**config.mk**
```make
export PLATFORM = sky130hd
export DESIGN_NAME = traffic_ctrl
export DESIGN_NICKNAME = d
export VERILOG_FILES = /design/src/rtl/traffic_pkg.sv /design/src/rtl/tick_gen.sv /design/src/rtl/traffic_ctrl.sv
export SDC_FILE = /design/constraint.sdc
export NUM_CORES = 1
export LEC_CHECK = 0
export CAP_MARGIN = 10
export CORE_ASPECT_RATIO = 0.8
export CORE_MARGIN = 4
export CORE_UTILIZATION = 48
export DETAILED_ROUTE_END_ITERATION = 10
export PLACE_DENSITY = 0.65
export SYNTH_ARGS = -nofsm -noshare
export SYNTH_HDL_FRONTEND = slang
export SYNTH_SLANG_ARGS = --single-unit
```
**constraint.sdc**
```tcl
create_clock -name Clk -period 7.78 [get_ports Clk]
set_clock_uncertainty 0.2 [all_clocks]
set_input_delay 0.778 -clock Clk [delete_from_list [all_inputs] [get_ports Clk]]
set_output_delay 0.778 -clock Clk [all_outputs]
set_load 0.05 [all_outputs]
```
**src/rtl/traffic_pkg.sv**
```systemverilog
// State and light encodings shared by the traffic controller and the indicator/display blocks.
package traffic_pkg;

  typedef enum logic [2:0] {HG, HY, FG, FY, AR} state_e;

  localparam logic [1:0] LIGHT_GREEN  = 2'b00;
  localparam logic [1:0] LIGHT_YELLOW = 2'b01;
  localparam logic [1:0] LIGHT_RED    = 2'b10;

  function automatic int max3(input int a, input int b, input int c);
    int m;
    m = (a > b) ? a : b;
    return (m > c) ? m : c;
  endfunction

endpackage

```
**src/rtl/tick_gen.sv**
```systemverilog
// Timing-tick divider: one-cycle tick every TICK_DIV clocks, restarted by clr.
module tick_gen #(
  parameter int TICK_DIV = 100000000
) (
  input  logic Clk,
  input  logic reset,
  input  logic clr,
  output logic tick
);

  localparam int             DW       = (TICK_DIV > 1) ? $clog2(TICK_DIV) : 1;
  localparam logic [DW-1:0]  DIV_LAST = DW'(TICK_DIV - 1);

  logic [DW-1:0] div_q, div_d;

  assign tick = (div_q == DIV_LAST);

  always_comb begin
    div_d = div_q + 1'b1;
    if (clr || tick) div_d = '0;
  end

  always_ff @(posedge Clk or posedge reset) begin
    if (reset) div_q <= '0;
    else       div_q <= div_d;
  end

endmodule

```
**src/rtl/traffic_ctrl.sv**
```systemverilog
// Highway/farm-road signal controller with ambulance all-red preemption (Moore outputs).
// Define FR_EXTEND_EN to hold farm green while a car is present, up to FR_MAX_GREEN ticks.
module traffic_ctrl
  import traffic_pkg::*;
#(
  parameter int TICK_DIV     = 100000000,
  parameter int HW_MIN_GREEN = 10,
  parameter int YELLOW_TIME  = 3,
  parameter int FR_GREEN     = 5,
  parameter int FR_MAX_GREEN = 15
) (
  input  logic       Clk,
  input  logic       reset,
  input  logic       C,
  input  logic       AMB,
  output logic [1:0] HW_LIGHT,
  output logic [1:0] FR_LIGHT,
  output logic       AMB_ACTIVE
);

  localparam int TW_RAW = $clog2(max3(HW_MIN_GREEN, FR_MAX_GREEN, YELLOW_TIME) + 1);
  localparam int TW     = (TW_RAW < 1) ? 1 : TW_RAW;

  localparam logic [TW-1:0] TCNT_MAX = '1;
  localparam logic [TW-1:0] HW_MIN_T = TW'(HW_MIN_GREEN);
  localparam logic [TW-1:0] YEL_T    = TW'(YELLOW_TIME);
  localparam logic [TW-1:0] FR_T     = TW'(FR_GREEN);

  state_e        state_q, state_d;
  logic [TW-1:0] tcnt_q, tcnt_d, tcnt_eff;
  logic          tick, state_chg, fg_done;

  assign state_chg = (state_d != state_q);

  tick_gen #(.TICK_DIV(TICK_DIV)) u_tick (
    .Clk   (Clk),
    .reset (reset),
    .clr   (state_chg),
    .tick  (tick)
  );

  // Count including this cycle's tick so every phase lasts an exact multiple of TICK_DIV.
  always_comb begin
    tcnt_eff = tcnt_q;
    if (tick && (tcnt_q != TCNT_MAX)) tcnt_eff = tcnt_q + 1'b1;
    tcnt_d = state_chg ? '0 : tcnt_eff;
  end

`ifdef FR_EXTEND_EN
  localparam logic [TW-1:0] FR_MAX_T = TW'(FR_MAX_GREEN);
  assign fg_done = (tcnt_eff >= FR_MAX_T) || (!C && (tcnt_eff >= FR_T));
`else
  assign fg_done = (tcnt_eff >= FR_T);
`endif

  always_ff @(posedge Clk or posedge reset) begin
    if (reset) begin
      state_q <= HG;
      tcnt_q  <= '0;
    end else begin
      state_q <= state_d;
      tcnt_q  <= tcnt_d;
    end
  end

  always_comb begin
    state_d    = state_q;
    HW_LIGHT   = LIGHT_RED;
    FR_LIGHT   = LIGHT_RED;
    AMB_ACTIVE = 1'b0;
    unique case (state_q)
      HG: begin
        HW_LIGHT = LIGHT_GREEN;
        if (AMB || (C && (tcnt_eff >= HW_MIN_T))) state_d = HY;
      end
      HY: begin
        HW_LIGHT = LIGHT_YELLOW;
        if (tcnt_eff >= YEL_T) state_d = AMB ? AR : FG;
      end
      FG: begin
        FR_LIGHT = LIGHT_GREEN;
        if (AMB || fg_done) state_d = FY;
      end
      FY: begin
        FR_LIGHT = LIGHT_YELLOW;
        if (tcnt_eff >= YEL_T) state_d = AMB ? AR : HG;
      end
      AR: begin
        AMB_ACTIVE = 1'b1;
        if (!AMB) state_d = HG;
      end
      default: state_d = HG;
    endcase
  end

endmodule
```
==> reports/metrics.cfg, run 1 <==
[power]
cellPowerDensity_mw_per_mm2 = 230
p_leak_nw = 0.954
power_uw = 563
peakVddDrop_mv = 0.184

[layout]
n_fill_cell = 428
diodes = 0
finalNetCount = 263
area_delta_synth_final_pct = 8.61
final_common_cell = dfrtp_1
final_cell_mix = dfrtp_1, nand2_1, o21ai_0, xnor2_1
drive_above_1_share = 0.124
design_area_mm2 = 0.00245
register_area_um2 = 851
multi_input_area_mm2 = 0.00130

[synth]
syn_inst = 252
synth_fp_nets = 258
syn_area_mm2 = 0.00225
avgSynthCellArea_um2 = 8.94
synth_cell_types = 51
synth-edff-count = 0
ys_async_sr_fraction = 1.00
ys.flop_type = dfrtp_1
ys_warn_count = 0
synth_seq_area_share = 0.378
ys_seq_elements = 34

[drt]
ant_nets = 0
top_layer = met4
vias = 1823
first_iter_violations = 121
viasPerCell = 5.73
wl_met1_mm = 2.57
wl_met2_mm = 2.12
wl_met3_um = 215
drc = 0
firstDrtPassIters = 4
drt-total-wl_mm = 4.98
wire_per_inst_um = 15.6

[die]
die_x_um = 84.6
rows = 22
io_pins = 9
core_area_mm2 = 0.00457
die_area_mm2 = 0.00586
initial_utilization = 0.493
die_h_um = 69.3

[cts]
cts_sinks = 34
holdBufCountCts = 0
cts.path.max_buffers = 2
h-tree-depth = 2
clk_latency_ps = 290
cts_setup_buffers = 0
cts_buffers = 5
cts-resized-gates = 0
cts-root-buf = clkbuf_8
worst_setup_hold_path_clk_slew_ps = 70
cts_tree = done

[grt]
antenna_found_initial = 0
grt_util_all_layers = 0.178
grt_pass1_vias = 1671
grt_max_degree = 35
grt_pass1_wl_mm = 8.40
grt_overflow = 0

[worst_setup_path]
required_ps = 7700
cp.arrival_ps = 3370
critPathMaxFanout = 20
rrSetupSlack_ps = 4330
start_kind = flop
critPathCaptureType = flop
criticalPathCategory = flop to flop

[placed_design]
port_buffers = 8
dp_hpwl_mm = 3.32
place.gp.congestion = 0.800
placed_cell_area_mm2 = 0.00236

[timing]
rsz0062_at_grt = no
setup_viol = 0
period_share = 0.443
slew_headroom = 0.352
post-route-min-period_ps = 3450
tightest_slew_ps = 963
hold_violations = 0
setup_tns_ps = 0
fmax_mhz = 290
maxSlewViolCount = 0

[min_path]
hp-class = flop to flop

[status]
status = finished, final reports clean

[flow_run]
drv_cap = 0

-- cell families (layout without fill, tap and decap cells) --
| logic type | count (synthesis) | count (layout) | share of synthesized area |
|---|---|---|---|
| XOR/XNOR | 26 | 26 | 0.101 |
| multiplexers | 1 | 1 | 0.00444 |
| AO/OA/AOI/OAI | 61 | 61 | 0.188 |
| adder cells (fa/ha/maj) | 2 | 2 | 0.0111 |
| flip-flops | 34 | 34 | 0.378 |
| buffers and inverters | 20 | 26 | 0.0450 |
| AND/OR/NAND/NOR | 108 | 108 | 0.273 |
-- path summary, 6_finish.rpt --
check / from / end / depth (start not counted)
worst max-delay path: u_tick.div_q[0] / tcnt_q[1] / 8
worst min-delay path: u_tick.div_q[6] / u_tick.div_q[6] / 2
worst max register to register: u_tick.div_q[0] / tcnt_q[1] / 8
worst min register to register: u_tick.div_q[6] / u_tick.div_q[6] / 2
max in group asynchronous: reset / u_tick.div_q[2] / 3
min in group asynchronous: reset / u_tick.div_q[4] / 3
-- cells in the mapped netlist (2+ instances only) --
cell type | count | share of area
a21bo_2 | 2 | 0.0089
a21o_1 | 2 | 0.0067
a21oi_1 | 9 | 0.020
a31oi_1 | 2 | 0.0056
and2b_2 | 2 | 0.0078
and3_1 | 4 | 0.011
buf_2 | 3 | 0.0067
buf_6 | 3 | 0.015
clkbuf_1 | 7 | 0.012
dfrtp_1 | 34 | 0.38
ha_1 | 2 | 0.011
inv_1 | 7 | 0.012
nand2_1 | 22 | 0.037
nand2b_1 | 2 | 0.0056
nand3_1 | 15 | 0.033
nand3b_1 | 2 | 0.0067
nand4_1 | 9 | 0.025
nor2_1 | 15 | 0.025
nor2b_1 | 2 | 0.0056
nor3_1 | 13 | 0.029
nor3_2 | 3 | 0.013
nor4_1 | 4 | 0.011
o211ai_1 | 14 | 0.047
o21a_1 | 2 | 0.0067
o21ai_0 | 18 | 0.040
o21ai_1 | 3 | 0.0067
o21ai_2 | 2 | 0.0078
or4_1 | 2 | 0.0067
xnor2_1 | 18 | 0.070
xor2_1 | 8 | 0.031
-- worst max-delay path: stages (launching register included) --
cell and delay (ps):
dfrtp_1 430, ha_1 220, nand3_1 290, or4_4 650, o21ai_2 180, a211oi_2 80, buf_4 230, a2111oi_4 840
nor3_1 150
-- area by class of cell --
| class | count | area share |
|---|---|---|
| Inverter | 7 | 0.0107 |
| Sequential cell | 34 | 0.348 |
| Timing Repair Buffer | 11 | 0.0419 |
| Clock buffer | 7 | 0.0353 |
| Clock inverter | 1 | 0.00204 |
| Tap cell | 60 | 0.0307 |
| Multi-Input combinational cell | 198 | 0.532 |
-- routing by layer --
metal,global-route usage,vias up
li1,-,926
met1,0.265,864
met2,0.253,26
met3,0.0404,7
met4,0.0580,0
met5,0,-
-- power breakdown --
part,switching [mW],internal (mW)
Sequential,0.0231,0.196
Clock,0.0643,0.0714
Combinational,0.140,0.0685
Total,0.227,0.336
-- through the flow --
step / std cells / setup WS [ps] / hold WS (ps) / util
CTS: 318 / 4330 / 394 / 0.536
finish: 318 / 4330 / 394 / 0.536
global route: 318 / 4140 / 431 / 0.536
floorplan: 252 / 4980 / 338 / -
global placement: 310 / 4410 / 379 / 0.516
detailed placement: 310 / 4350 / 384 / 0.516
-- flip-flops by register name, summed over array words and instances (netlist names) --
signal	count
u_tick.div_q	27
tcnt_q	4
state_q	3
No activity file was read; power rests on OpenSTA's default activity.
==> run 2, diff against run 1 <==
PLACE_DENSITY = 0.68   (was 0.65)
clock period = 3 ns   (was 7.78 ns; I/O delays follow)
==> reports/metrics.cfg, run 2 (synthesis gave the netlist of run 1 again) <==
[layout]
area_delta_synth_final_pct = 13.3
design_area_mm2 = 0.00255  ; +4.3%
final_cell_mix = dfrtp_1, nand2_1, o21ai_0, xnor2_1
diodes = 0  ; unchanged
drive_above_1_share = 0.167  ; +0.0433
n_fill_cell = 430  ; +0.47%
final_common_cell = dfrtp_1
top_register = u_tick.div_q
finalNetCount = 275  ; +4.6%
reg.largest.list = u_tick.div_q: 27 flops, tcnt_q: 4 flops, state_q: 3 flops
largest_register_ffs = 27  ; unchanged

[power]
cellPowerDensity_mw_per_mm2 = 568  ; +150%
p_leak_nw = 1.02  ; +6.5%
internal_power_uw = 861  ; +160%
net-switching-power_uw = 590  ; +160%
seqPwrFrac = 0.393  ; +0.004
combPwrFrac = 0.386  ; +0.016
clkPwrFrac = 0.221  ; -0.020
peakVddDrop_mv = 0.362  ; +97%
switching_share = 0.407  ; +0.00300

[timing]
hold_violations = 0  ; unchanged
fmax_mhz = 344  ; +19%
tightest_slew_ps = 508  ; -455 ps
setup_ws_ps = 95.6  ; -4240 ps
slew_headroom = 0.660  ; +0.308
maxSlewViolCount = 0  ; unchanged
setup_viol = 0  ; unchanged
rsz0062_at_grt = no
post-route-min-period_ps = 2900  ; -541 ps
setup_tns_ps = 0  ; unchanged
period_share = 0.968  ; +0.525

[placed_design]
port_buffers = 8  ; unchanged
dp_hpwl_mm = 3.60  ; +8.6%
place.gp.congestion = 0.772  ; -3.4%
placed_cell_area_mm2 = 0.00245  ; +3.8%
pre_cts_ws_ps = 10.9  ; -4330 ps

[worst_setup_path]
critPathCaptureType = flop
criticalPathCategory = flop to flop
r2r_cells = 7  ; -1
required_ps = 2950  ; -4750 ps
rrSetupSlack_ps = 100  ; -4240 ps
cp.arrival_ps = 2860  ; -510 ps
start_kind = flop
critPathMaxFanout = 14  ; -30%

[drt]
vias = 1897  ; +4.1%
drc = 0  ; unchanged
ant_nets = 0  ; unchanged
viasPerCell = 5.77  ; +0.58%
drt-total-wl_mm = 5.14  ; +3.3%
wire_per_inst_um = 15.6  ; -0.18%
first_iter_violations = 110  ; -9.1%
firstDrtPassIters = 4  ; unchanged

[cts]
h-tree-depth = 2  ; unchanged
cts_tree = done
clk_latency_ps = 280  ; about the same
cts_setup_buffers = 0  ; unchanged
cts_buffers = 5  ; unchanged
holdBufCountCts = 0  ; unchanged
cts-root-buf = clkbuf_8
cts_sinks = 34  ; unchanged
cts.path.max_buffers = 2  ; unchanged
worst_setup_hold_path_clk_slew_ps = 70  ; about the same

[grt]
grt_util_all_layers = 0.184  ; +0.00600
grt_pass1_wl_mm = 8.76  ; +4.3%
grt_max_degree = 35  ; unchanged
antenna_found_initial = 0  ; unchanged
grt_overflow = 0  ; unchanged
grt_pass1_vias = 1888  ; +13%

[die]
die_area_mm2 = 0.00586  ; unchanged
initial_utilization = 0.493  ; unchanged
die_x_um = 84.6  ; unchanged
io_pins = 9  ; unchanged
core_area_mm2 = 0.00457  ; unchanged
die_h_um = 69.3  ; unchanged
rows = 22  ; unchanged

[flow_run]
drv_cap = 0  ; unchanged

[min_path]
hp-class = primary input to async pin

[status]
status = finished, final reports clean

## run 2: changes by cell type in the layout (fill, tap and decap cells not counted), sizes merged
cell	change
buf	+12
clkbuf	-2
clkinv	+1
## run 2: repair_timing
| action | CTS | global route |
|---|---|---|
| resized for setup | 1 | 3 |
| endpoints found under the hold margin | 0 | 0 |
| setup endpoints to repair | 1 | 32 |
| gates cloned | 0 | 0 |
## run 2: power by group through the flow
| stage | combinational [mW] | clock [mW] | sequential [mW] |
|---|---|---|---|
| final | 0.560 | 0.320 | 0.570 |
| after global routing | 0.610 | 0.353 | 0.579 |
| after CTS | 0.558 | 0.331 | 0.566 |
| after detailed placement | 0.552 | 0 | 0.575 |
| after global placement | 0.546 | 0 | 0.573 |
| after floorplan | 0.426 | 0 | 0.561 |
## run 2: final cells by class
cell class | count | area (um^2) | area share
Clock buffer | 5 | 68.8 | 0.0270
Clock inverter | 2 | 10.0 | 0.00392
Inverter | 7 | 26.3 | 0.0103
Multi-Input combinational cell | 198 | 1330 | 0.519
Sequential cell | 34 | 851 | 0.333
Tap cell | 60 | 75.1 | 0.0294
Timing Repair Buffer | 23 | 196 | 0.0770
## run 2: worst max-delay path, stage by stage (launching register included)
cell and delay, ps:
dfrtp_1 420, or4_1 600, or4_4 480, nor3_2 210, o21ai_2 120, a2111oi_4 390
buf_4 280, nor3_1 90
## run 2: final timing paths
| path | end | startpoint |
|---|---|---|
| max | tcnt_q[1] | u_tick.div_q[10] |
| min | u_tick.div_q[11] | reset |
| max reg2reg | tcnt_q[1] | u_tick.div_q[10] |
| min reg2reg | u_tick.div_q[6] | u_tick.div_q[6] |
| max in group asynchronous | u_tick.div_q[18] | reset |
| min in group Clk | u_tick.div_q[6] | u_tick.div_q[6] |
## run 2: metrics by stage
step	instances	util	hold WS, ps	total power [mW]
after floorplan	252	-	222	0.987
after global placement	322	0.535	380	1.12
after detailed placement	322	0.535	387	1.13
after CTS	329	0.554	229	1.45
after global routing	329	0.559	282	1.54
final	329	0.559	212	1.45
## run 2: per-layer routing
metal	up-vias	GRT usage	part of all wire	wire length, um
li1	950	-	-	-
met1	918	0.261	0.51	2620
met2	25	0.287	0.45	2290
met3	4	0.0368	0.036	185
met4	0	0.0439	0.0078	40
met5	-	0	0	0
